**config.mk**
```make
export PLATFORM = sky130hd
export DESIGN_NAME = debug_io_ctrl
export DESIGN_NICKNAME = d
export VERILOG_FILES = /design/src/rtl/debug_io_ctrl.sv
export SDC_FILE = /design/constraint.sdc
export NUM_CORES = 1
export LEC_CHECK = 0
export ABC_AREA = 0
export CAP_MARGIN = 5
export CORE_MARGIN = 2
export CORE_UTILIZATION = 43
export DETAILED_ROUTE_END_ITERATION = 10
export GPL_ROUTABILITY_DRIVEN = 0
export GPL_TIMING_DRIVEN = 0
export PLACE_DENSITY = 0.9
export SETUP_SLACK_MARGIN = 0.2
export SLEW_MARGIN = 30
export SYNTH_ARGS = -nofsm -noshare
export SYNTH_HDL_FRONTEND = slang
export SYNTH_SLANG_ARGS = --single-unit
```
**constraint.sdc**
```tcl
create_clock -name clock -period 2.3 [get_ports clock]
set_input_delay 0.46 -clock clock [delete_from_list [all_inputs] [get_ports clock]]
set_output_delay 0.46 -clock clock [all_outputs]
set_load 0.01 [all_outputs]
```
**src/rtl/debug_io_ctrl.sv**
```systemverilog
// Debug I/O peripheral: LEDs, RGB and debounced buttons behind a small register map.
// Define DEBUG_IO_PWM_EN to drive the RGB outputs from 8-bit PWM duty registers.
module debug_io_ctrl #(
    parameter int NUM_BUTTONS     = 2,
    parameter int LED_WIDTH       = 8,
    parameter int DEBOUNCE_CYCLES = 16
) (
    input  logic                   clock,
    input  logic                   reset,
    input  logic [1:0]             reg_addr,
    input  logic                   reg_wr,
    input  logic                   reg_rd,
    input  logic [31:0]            reg_wdata,
    output logic [31:0]            reg_rdata,
    output logic                   reg_rvalid,
    input  logic [NUM_BUTTONS-1:0] btn_raw,
    output logic [LED_WIDTH-1:0]   led_bits,
    output logic                   red,
    output logic                   green,
    output logic                   blue
);
    localparam int CW = $clog2(DEBOUNCE_CYCLES);
    localparam logic [CW-1:0] LAST = CW'(DEBOUNCE_CYCLES - 1);

    logic sel_led, sel_rgb, sel_st, sel_evt;
    logic [NUM_BUTTONS-1:0] sync1, sync2, state, state_n, evt, rise, clr;
    logic [NUM_BUTTONS-1:0][CW-1:0] cnt, cnt_n;
    logic [LED_WIDTH-1:0] led_q;
    logic [31:0] rgb_rd, rd_mux;
    logic unused_ok;

    assign sel_led = (reg_addr == 2'd0);
    assign sel_rgb = (reg_addr == 2'd1);
    assign sel_st  = (reg_addr == 2'd2);
    assign sel_evt = (reg_addr == 2'd3);
    assign unused_ok = ^reg_wdata;
    assign led_bits = led_q;

    always_comb begin
        state_n = state;
        cnt_n   = cnt;
        rise    = '0;
        for (int i = 0; i < NUM_BUTTONS; i++) begin
            if (sync2[i] == state[i]) begin
                cnt_n[i] = '0;
            end else if (cnt[i] == LAST) begin
                state_n[i] = ~state[i];
                cnt_n[i]   = '0;
                rise[i]    = ~state[i];
            end else begin
                cnt_n[i] = cnt[i] + CW'(1);
            end
        end
    end

    // Set beats clear when a press lands on the same edge as a W1C.
    assign clr = (reg_wr && sel_evt) ? reg_wdata[NUM_BUTTONS-1:0] : '0;

    always_ff @(posedge clock or posedge reset) begin
        if (reset) begin
            sync1 <= '0;
            sync2 <= '0;
            state <= '0;
            cnt   <= '0;
            evt   <= '0;
            led_q <= '0;
        end else begin
            sync1 <= btn_raw;
            sync2 <= sync1;
            state <= state_n;
            cnt   <= cnt_n;
            evt   <= (evt & ~clr) | rise;
            if (reg_wr && sel_led) led_q <= reg_wdata[LED_WIDTH-1:0];
        end
    end

`ifdef DEBUG_IO_PWM_EN
    logic [23:0] rgb_q, duty;
    logic [7:0]  pwm_cnt;

    always_ff @(posedge clock or posedge reset) begin
        if (reset) begin
            rgb_q   <= '0;
            duty    <= '0;
            pwm_cnt <= '0;
        end else begin
            pwm_cnt <= pwm_cnt + 8'd1;
            if (pwm_cnt == 8'hFF) duty <= rgb_q;
            if (reg_wr && sel_rgb) rgb_q <= reg_wdata[23:0];
        end
    end

    assign red    = pwm_cnt < duty[7:0];
    assign green  = pwm_cnt < duty[15:8];
    assign blue   = pwm_cnt < duty[23:16];
    assign rgb_rd = {8'h00, rgb_q};
`else
    logic [2:0] rgb_q;

    always_ff @(posedge clock or posedge reset) begin
        if (reset) begin
            rgb_q <= '0;
        end else if (reg_wr && sel_rgb) begin
            rgb_q <= reg_wdata[2:0];
        end
    end

    assign red    = rgb_q[0];
    assign green  = rgb_q[1];
    assign blue   = rgb_q[2];
    assign rgb_rd = {29'd0, rgb_q};
`endif

    always_comb begin
        rd_mux = '0;
        unique case (1'b1)
            sel_led: rd_mux[LED_WIDTH-1:0]   = led_q;
            sel_rgb: rd_mux                  = rgb_rd;
            sel_st:  rd_mux[NUM_BUTTONS-1:0] = state;
            sel_evt: rd_mux[NUM_BUTTONS-1:0] = evt;
            default: rd_mux                  = '0;
        endcase
    end

    always_ff @(posedge clock or posedge reset) begin
        if (reset) begin
            reg_rdata  <= '0;
            reg_rvalid <= 1'b0;
        end else begin
            reg_rvalid <= reg_rd;
            if (reg_rd) reg_rdata <= rd_mux;
        end
    end
endmodule

```
==> flow_metrics.tcl, run 1 <==
set metrics [dict create \
    status "complete, no violations" \
    async_flop_share_pct 100.0 \
    power_density_mw_per_mm2 686.0 \
    core_area_sq_mm 0.003716 \
    clkSinkCount 36 \
    fin_skew_ps 4.597 \
    synth_mux_area_share_pct 13.38 \
    ys_warn_count 0 \
    clk_pin_slew_worst_paths_ps 70 \
    antenna_found_initial 0 \
    h-tree-depth 2 \
    reg2reg_from "cnt[4]$_DFF_PP0_" \
    leakage_uw 0.001066 \
    dr.pass1.iters 4 \
    die_area_sq_mm 0.004455 \
    drc 0 \
    gr-usage-met2_pct 28.75 \
    synth_top_family_by_area "buffers and inverters" \
    placement.io_buffers 34 \
    synthFlopType "dfrtp_1" \
    drt_wl_total_microns 3174 \
    crit_type "in -> reg" \
    ant_nets 0 \
    syn_area_sq_mm 0.001693 \
    grt_pass1_wl_microns 5333 \
    grt_util_met3_pct 4.899 \
    cts_buffers 5 \
    crit_start "reg_addr[1]" \
    arrival_ps 1860 \
    synth-xor-area-share_pct 2.069 \
    synth-seq-cells 36 \
    fin_crit_ps 1692 \
    ir_drop_v 0.0003596 \
    worstSetupStartpointType "primary input" \
    first_global_vias 1132 \
    fin_crit_sh_pct 73.58 \
    synth-simple-area-share_pct 9.165 \
    die_w_microns 66.75 \
    top_usage_layer "met2" \
    fin_nets 247 \
    required_ps 2470 \
    dp_hpwl_microns 2352 \
    ctsRootBufferMaster "clkbuf_8" \
    viasPerCell 4.531 \
    yosysSeqAreaShare_pct 53.22 \
    synth-compound-area-share_pct 6.282 \
    via_count 1151 \
    chipHeight_microns 66.75 \
    worst-path-max-fanout 8 \
    worst-slew-pin-transition_ps 736.9 \
    synth_edf_count 0 \
    maxSlewHeadroom_pct 50.80 \
    synth_fa_ha_area_share_pct 1.478 \
    overflow 0 \
    n_antenna_cell 0 \
    worstHoldPathType "reg -> reg" \
    drt_iter0_markers 61 \
    syn_to_final_growth_pct 34.07 \
    syn_area_per_cell_sq_um 12.01 \
    grtUsageTotal_pct 16.25 \
    grt_max_degree 37 \
    ios 84 \
    clockBufferDepth 2 \
    synth.distinct_cells 26 \
    fmax_mhz 590.9 \
    synth_cells 141 \
    crit_path_end_kind "register" \
    wire_per_inst_microns 12.50 \
    hold_path.startpoint "sync1[0]$_DFF_PP0_" \
    maxCapViolations 0 \
    design_area_sq_mm 0.002270 \
    tns_ps 0 \
    cts_tree "yes" \
    slew_viol_final 0 \
    post-cts-setup-buffers 0 \
    met1_usage_pct 18.92 \
    clkLatencyLatePin_ps 280 \
    placed_area_sq_mm 0.002180 \
    drive_gt1_share_pct 23.30 \
    finalSetupViolations 0 \
    initial_utilization_pct 45.56 \
    grt_setup_unrepaired "no" \
    timing.final.hold_violations 0 \
    rows 22 \
    cts_resized 0 \
    cts_hold_buf 0 \
    finalPower_uw 1557 \
]
[kinds of logic after synthesis]
group,after synthesis
DFF,36
muxes,18
adders and majority gates,2
other,1
AOI/OAI and AO/OA,18
and+or+nand+nor,26
xor gates and xnor gates,4
buffers and inverters,36
[Yosys cell counts (3+ instances only)]
library cell  count  area [sq um]
inv_1             9         33.78
nand3_1           7         35.03
o21ai_0           9         45.04
nand2_1           3         11.26
xnor2_1           4         35.03
mux2_4            8         120.1
dfrtp_1          36         900.9
nand2b_1          5         31.28
mux2_2            5         56.30
a21oi_1           4         20.02
buf_4            24         180.2
mux2i_1           5         50.05
[path summary, 6_finish.rpt]
path / endpoint / slack [ps] / cells past startpoint
min in group asynchronous: rgb_q[2]$_DFFE_PP0P_ / 620 / 2
worst min-delay path: sync2[0]$_DFF_PP0_ / 350 / 0
max in group asynchronous: cnt[1]$_DFF_PP0_ / 1210 / 2
worst max-delay path: led_bits[6]$_DFFE_PP0P_ / 610 / 5
worst min register to register: sync2[0]$_DFF_PP0_ / 350 / 0
worst max register to register: state[1]$_DFFE_PP0P_ / 1020 / 3
[critical path, stage by stage]
cell and delay, ps:
clkdlybuf4s50_1 520, nor2_4 230, and2_4 170, buf_6 160, mux2_4 310
[cells in the final DEF, fill, tap and decap left out]
| cell type | n |
|---|---|
| a21oi_1 | 4 |
| a311oi_1 | 2 |
| and2_4 | 1 |
| buf_4 | 24 |
| buf_6 | 2 |
| clkbuf_1 | 3 |
| clkbuf_8 | 6 |
| clkdlybuf4s50_1 | 34 |
| conb_1 | 24 |
| dfrtp_1 | 36 |
| ha_1 | 2 |
| inv_1 | 8 |
| inv_2 | 1 |
| mux2_2 | 5 |
| mux2_4 | 8 |
| mux2i_1 | 5 |
| nand2_1 | 3 |
| nand2b_1 | 5 |
| nand3_1 | 7 |
| nand3b_1 | 1 |
| nand4_1 | 2 |
| nand4b_1 | 2 |
| nor2_1 | 2 |
| nor2_4 | 1 |
| nor2b_1 | 2 |
| o21ai_0 | 9 |
| o221ai_1 | 2 |
| o22ai_1 | 1 |
| xnor2_1 | 4 |
[report_power, final]
part,total [uW],internal [uW],switching (uW),leakage (uW)
clock network,454,244,210,0.0000455
logic,346,211,135,0.000563
registers,756,701,55.4,0.000457
[area by class of cell]
class                      instances  area (sq um)
fill                             297          1446
sequential                        36         900.9
multi-input combinational         92         638.1
timing repair buffer              34         340.3
buffer                            27         206.4
clock buffer                       8         90.09
tap                               48         60.06
inverter                           9         33.78
[per-stage QoR]
step	worst slack [ps]	hold slack [ps]	std cells	util, %
after global routing	567.0	358.3	254	61.08
after global placement	269.1	334.3	246	58.65
after CTS	600.0	350.8	254	61.08
after floorplan	893.8	331.2	164	-
final	607.5	350.0	254	61.08
after detailed placement	305.6	335.5	246	58.65
[sequential cells by signal, summed over array words and instances, names as in the netlist]
register and flops:
evt 2, rgb_q 3, sync2 2, sync1 2, led_bits 8, reg_rdata 8, reg_rvalid 1, cnt 8
state 2
[per-layer routing]
metal,routed length (microns),vias up
met5,0,-
met4,37,0
met1,1253,552
li1,-,558
met3,192,5
met2,1691,36
No activity file was read; power rests on OpenSTA's default activity.
==> run 2, diff against run 1 <==
- CORE_UTILIZATION: 43 -> 40
- PLACE_DENSITY: 0.9 -> 0.85
- clock period: 2.3 -> 1.8 ns (I/O delays scaled with it)
==> run 2 against run 1 <==
  * Combinational power increased by 27%
  * Via count is 1.7% lower
  * Worst hold slack worse by 1.8 ps
  * Worst setup slack worse by 380 ps
  * Clock skew about the same
==> flow_metrics.tcl, run 2 (synthesized netlist as in run 1, its figures left out) <==
set metrics [dict create \
    drc 0 \
    hold_path.startpoint "sync1[1]$_DFF_PP0_" \
    slew_viol_final 0 \
    cts_tree "yes" \
    syn_to_final_growth_pct 36.36 \
    clkSinkCount 36 \
    crit_start "led_bits[4]$_DFFE_PP0P_" \
    grt_setup_unrepaired "no" \
    maxCapViolations 0 \
    arrival_ps 1210 \
    nFillCells 336 \
    rows 23 \
    finalSetupViolations 0 \
    initial_utilization_pct 42.02 \
    final_common_cell "dfrtp_1" \
    ir_drop_v 0.0003386 \
    worst-path-max-fanout 3 \
    drt_iter0_markers 76 \
    cpMaxStageDelayCell "clkdlybuf4s50_1" \
    reg2reg_from "cnt[0]$_DFF_PP0_" \
    cts_buffers 5 \
    chipHeight_microns 69.06 \
    required_ps 1440 \
    wire_per_inst_microns 12.24 \
    placed_area_sq_mm 0.002182 \
    critical_path.top_delay_family "buffers and inverters" \
    fin_skew_ps 4.767 \
    ant_nets 0 \
    clockBufferDepth 2 \
    placed_cells 248 \
    maxSlewHeadroom_pct 50.02 \
    placement.io_buffers 34 \
    final_cell_mix "36 x dfrtp_1, 25 x buf_4, 25 x clkdlybuf4s50_1" \
    pre_cts_ws_ps -78.04 \
    status "complete, no violations" \
    antenna_found_initial 0 \
    drt_wl_total_microns 3134 \
    power_density_mw_per_mm2 867.3 \
    fin_nets 248 \
    ctsRootBufferMaster "clkbuf_8" \
    holdWs_ps 348.3 \
    n_antenna_cell 0 \
    fin_cells 256 \
    leakage_uw 0.001164 \
    clkLatencyLatePin_ps 280 \
    overflow 0 \
    crit_buf_inv 1 \
    design_area_sq_mm 0.002308 \
    dr.pass1.iters 4 \
    via_count 1131 \
    worst_slack_ps 227.6 \
    first_global_vias 1102 \
    worstSetupStartpointType "register" \
    fin_crit_ps 1572 \
    die_w_microns 69.06 \
    grt_pass1_wl_microns 5037 \
    grtUsageTotal_pct 13.39 \
    viasPerCell 4.418 \
    slowest_delay_ps 550 \
    drive_gt1_share_pct 24.27 \
    fmax_mhz 636.0 \
    fin_crit_sh_pct 87.35 \
    core_area_sq_mm 0.004029 \
    crit_type "reg -> out" \
    dp_hpwl_microns 2305 \
    crit_chain "clkdlybuf4s50_1" \
    h-tree-depth 2 \
    worst-slew-pin-transition_ps 748.6 \
    worstHoldPathType "reg -> reg" \
    clk_pin_slew_worst_paths_ps 70 \
    ios 84 \
    timing.final.hold_violations 0 \
    crit_path_end_kind "output pin" \
    die_area_sq_mm 0.004769 \
    grt_max_degree 37 \
]
-- run 2: stage by stage --
| stage | total power, uW | utilization [%] | setup TNS (ps) |
|---|---|---|---|
| after global placement | 1407 | 54.16 | -5793 |
| after global routing | 2094 | 57.30 | 0 |
| after CTS | 2035 | 56.55 | 0 |
| after detailed placement | 1423 | 54.16 | -596.0 |
| after floorplan | 1206 | - | 0 |
| final | 2002 | 57.30 | 0 |
-- run 2: cell type report --
class                      instances  area, sq um  area share (%)
buffer                            27        206.4           8.943
clock buffer                       7        96.34           4.173
inverter                           9        33.78           1.463
multi-input combinational         92        638.1           27.64
sequential                        36        900.9           39.02
tap                               50        62.56           2.710
timing repair buffer              35        370.4           16.04
-- run 2: worst paths after layout --
| check | end | slack, ps | depth (start not counted) |
|---|---|---|---|
| min in group asynchronous | led_bits[3]$_DFFE_PP0P_ | 540 | 2 |
| setup / recovery | led_bits[4] | 230 | 1 |
| hold / removal | sync2[1]$_DFF_PP0_ | 350 | 0 |
| setup reg to reg | state[0]$_DFFE_PP0P_ | 540 | 3 |
| hold reg to reg | sync2[1]$_DFF_PP0_ | 350 | 0 |
| max in group asynchronous | evt[0]$_DFF_PP0_ | 790 | 2 |
-- run 2: per-layer routing --
layer  share of wire, %  global-route usage (%)  vias to the layer above
met5                  0                       0                        -
li1                   -                       -                      558
met1                 39                   14.65                      533
met3                5.9                   5.117                        6
met4                1.3                   6.100                        0
met2                 53                   22.86                       34
-- run 2: repair_timing --
item,CTS,global route
setup buffers,0,1
hold buffers,0,0
gates resized for setup,0,9
setup endpoints to repair,0,17
-- run 2: power breakdown --
group,internal (uW),total (uW),switching (uW)
Clock,341,603,262
Combinational,261,438,177
Sequential,896,961,65.8
Total,1500,2000,504
==> run 3, diff against run 2 <==
--- a/config.mk
+++ b/config.mk
@@ -10,4 +10,5 @@
 export CORE_MARGIN = 2
 export CORE_UTILIZATION = 40
+export CTS_CLUSTER_DIAMETER = 100
 export DETAILED_ROUTE_END_ITERATION = 10
 export GPL_ROUTABILITY_DRIVEN = 0
==> constraint.sdc (replaced) <==
create_clock -name clock -period 1.8 [get_ports clock]
set_input_delay 0.36 -clock clock [delete_from_list [all_inputs] [get_ports clock]]
set_output_delay 0.36 -clock clock [all_outputs]
set_load 0.005 [all_outputs]
==> run 3 against run 2 <==
  * Worst setup slack improved by 26 ps
  * Final area shrank 0.98%
  * Sequential cell count is the same
  * Sequential power about the same
  * Clock skew barely moved
  * Via count increased by 0.53%
  * Clock power is essentially flat
  * Largest cell class unchanged
==> flow_metrics.tcl, run 3 (synthesized netlist as in run 1, its figures left out) <==
set metrics [dict create \
    finalSetupViolations 0 \
    viasPerCell 4.441 \
    core_area_sq_mm 0.004029 \
    drc 0 \
    fmax_mhz 646.6 \
    grtUsageTotal_pct 13.39 \
    nFillCells 338 \
    worstSetupStartpointType "register" \
    crit_start "led_bits[0]$_DFFE_PP0P_" \
    dp_hpwl_microns 2305 \
    placed_area_sq_mm 0.002182 \
    seqCellArea_sq_um 900.9 \
    power_density_mw_per_mm2 863.1 \
    ir_drop_v 0.0003378 \
    hold_path.startpoint "sync1[1]$_DFF_PP0_" \
    final_common_cell "dfrtp_1" \
    worst_slack_ps 253.5 \
    worst-path-max-fanout 3 \
    maxCapViolations 0 \
    placed_cells 248 \
    worst-slew-pin-transition_ps 752.6 \
    cpMaxStageDelayCell "clkdlybuf4s50_1" \
    wire_per_inst_microns 12.07 \
    worstHoldPathType "reg -> reg" \
    via_count 1137 \
    design_area_sq_mm 0.002286 \
    critical_path.top_delay_family "buffers and inverters" \
    dr.pass1.iters 3 \
    leakage_uw 0.001076 \
    grt_pass1_wl_microns 5037 \
    die_w_microns 69.06 \
    initial_utilization_pct 42.02 \
    status "complete, no violations" \
    maxSlewHeadroom_pct 49.76 \
    slowest_delay_ps 520 \
    grt_max_degree 37 \
    rows 23 \
    drt_wl_total_microns 3090 \
    required_ps 1440 \
    drt_iter0_markers 69 \
    ant_nets 0 \
    grt_setup_unrepaired "no" \
    crit_type "reg -> out" \
    chipHeight_microns 69.06 \
    clkLatencyLatePin_ps 280 \
    die_area_sq_mm 0.004769 \
    pre_cts_ws_ps -78.04 \
    clkSinkCount 36 \
    ctsRootBufferMaster "clkbuf_8" \
    finalPower_uw 1973 \
    n_antenna_cell 0 \
    fin_crit_ps 1547 \
    final_cell_mix "36 x dfrtp_1, 34 x clkdlybuf4s50_1, 25 x buf_4" \
    first_global_vias 1102 \
    drive_gt1_share_pct 24.27 \
    reg2reg_from "cnt[0]$_DFF_PP0_" \
    placement.io_buffers 34 \
    fin_skew_ps 4.913 \
    cts_hold_buf 0 \
    clockBufferDepth 2 \
    timing.final.hold_violations 0 \
    crit_buf_inv 1 \
    crit_chain "clkdlybuf4s50_1" \
    fin_cells 256 \
    cts_tree "yes" \
    overflow 0 \
    holdWs_ps 348.3 \
    syn_to_final_growth_pct 35.03 \
    h-tree-depth 2 \
    cts_buffers 5 \
    fin_nets 248 \
    slew_viol_final 0 \
    ios 84 \
    crit_path_end_kind "output pin" \
    multi_input_area_sq_um 638.1 \
    fin_crit_sh_pct 85.92 \
    arrival_ps 1190 \
    clk_pin_slew_worst_paths_ps 70 \
    antenna_found_initial 0 \
]
-- run 3: changes by cell type in the layout (fill, tap and decap cells not counted), sizes merged --
cell,change
clkdlybuf4s50,+9
dlymetal6s2s,-9
-- run 3: report_power, final --
part           total (uW)  switching, uW  internal [uW]
Clock                 603            262            341
Combinational         408            138            270
Sequential            962           66.6            896
-- run 3: metal layers --
layer	track usage, %	part of all wire, %	up-vias
met5	0	0	-
met4	6.100	1.4	0
met3	5.117	5.7	6
met2	22.86	52	34
met1	14.65	41	538
li1	-	-	559
-- run 3: timing repair --
item | in CTS | in global routing
resized for setup | 0 | 0
endpoints found under the setup margin | 0 | 8
buffers inserted | 0 | 1
-- run 3: worst reg2reg max path, cell delays in order, from the launching register on --
cell     delay (ps)
dfrtp_1         420
ha_1            270
nand3_1         120
mux2_2          340
-- run 3: path summary, 6_finish.rpt --
| path | slack (ps) | endpoint | depth (start not counted) |
|---|---|---|---|
| min in group asynchronous | 540 | led_bits[3]$_DFFE_PP0P_ | 2 |
| max in group asynchronous | 780 | evt[0]$_DFF_PP0_ | 2 |
| worst max-delay path | 250 | led_bits[0] | 1 |
| worst max register to register | 540 | state[0]$_DFFE_PP0P_ | 3 |
| worst min register to register | 350 | sync2[1]$_DFF_PP0_ | 0 |
| worst min-delay path | 350 | sync2[1]$_DFF_PP0_ | 0 |
-- run 3: cell type report --
class                   instances  share of cell area [%]
inverters                       9                   1.478
flip-flops and latches         36                   39.41
well taps                      50                   2.737
plain buffers                  27                   9.031
multi-input cells              92                   27.91
clock buffers                   7                   4.215
repair buffers                 35                   15.22
-- run 3: metrics by stage --
step,util [%],TNS [ps]
2_1_floorplan,-,0
5_1_grt,56.74,0
3_3_place_gp,54.16,-5793
4_1_cts,56.55,0
6_report,56.74,0
3_5_place_dp,54.16,-596.0
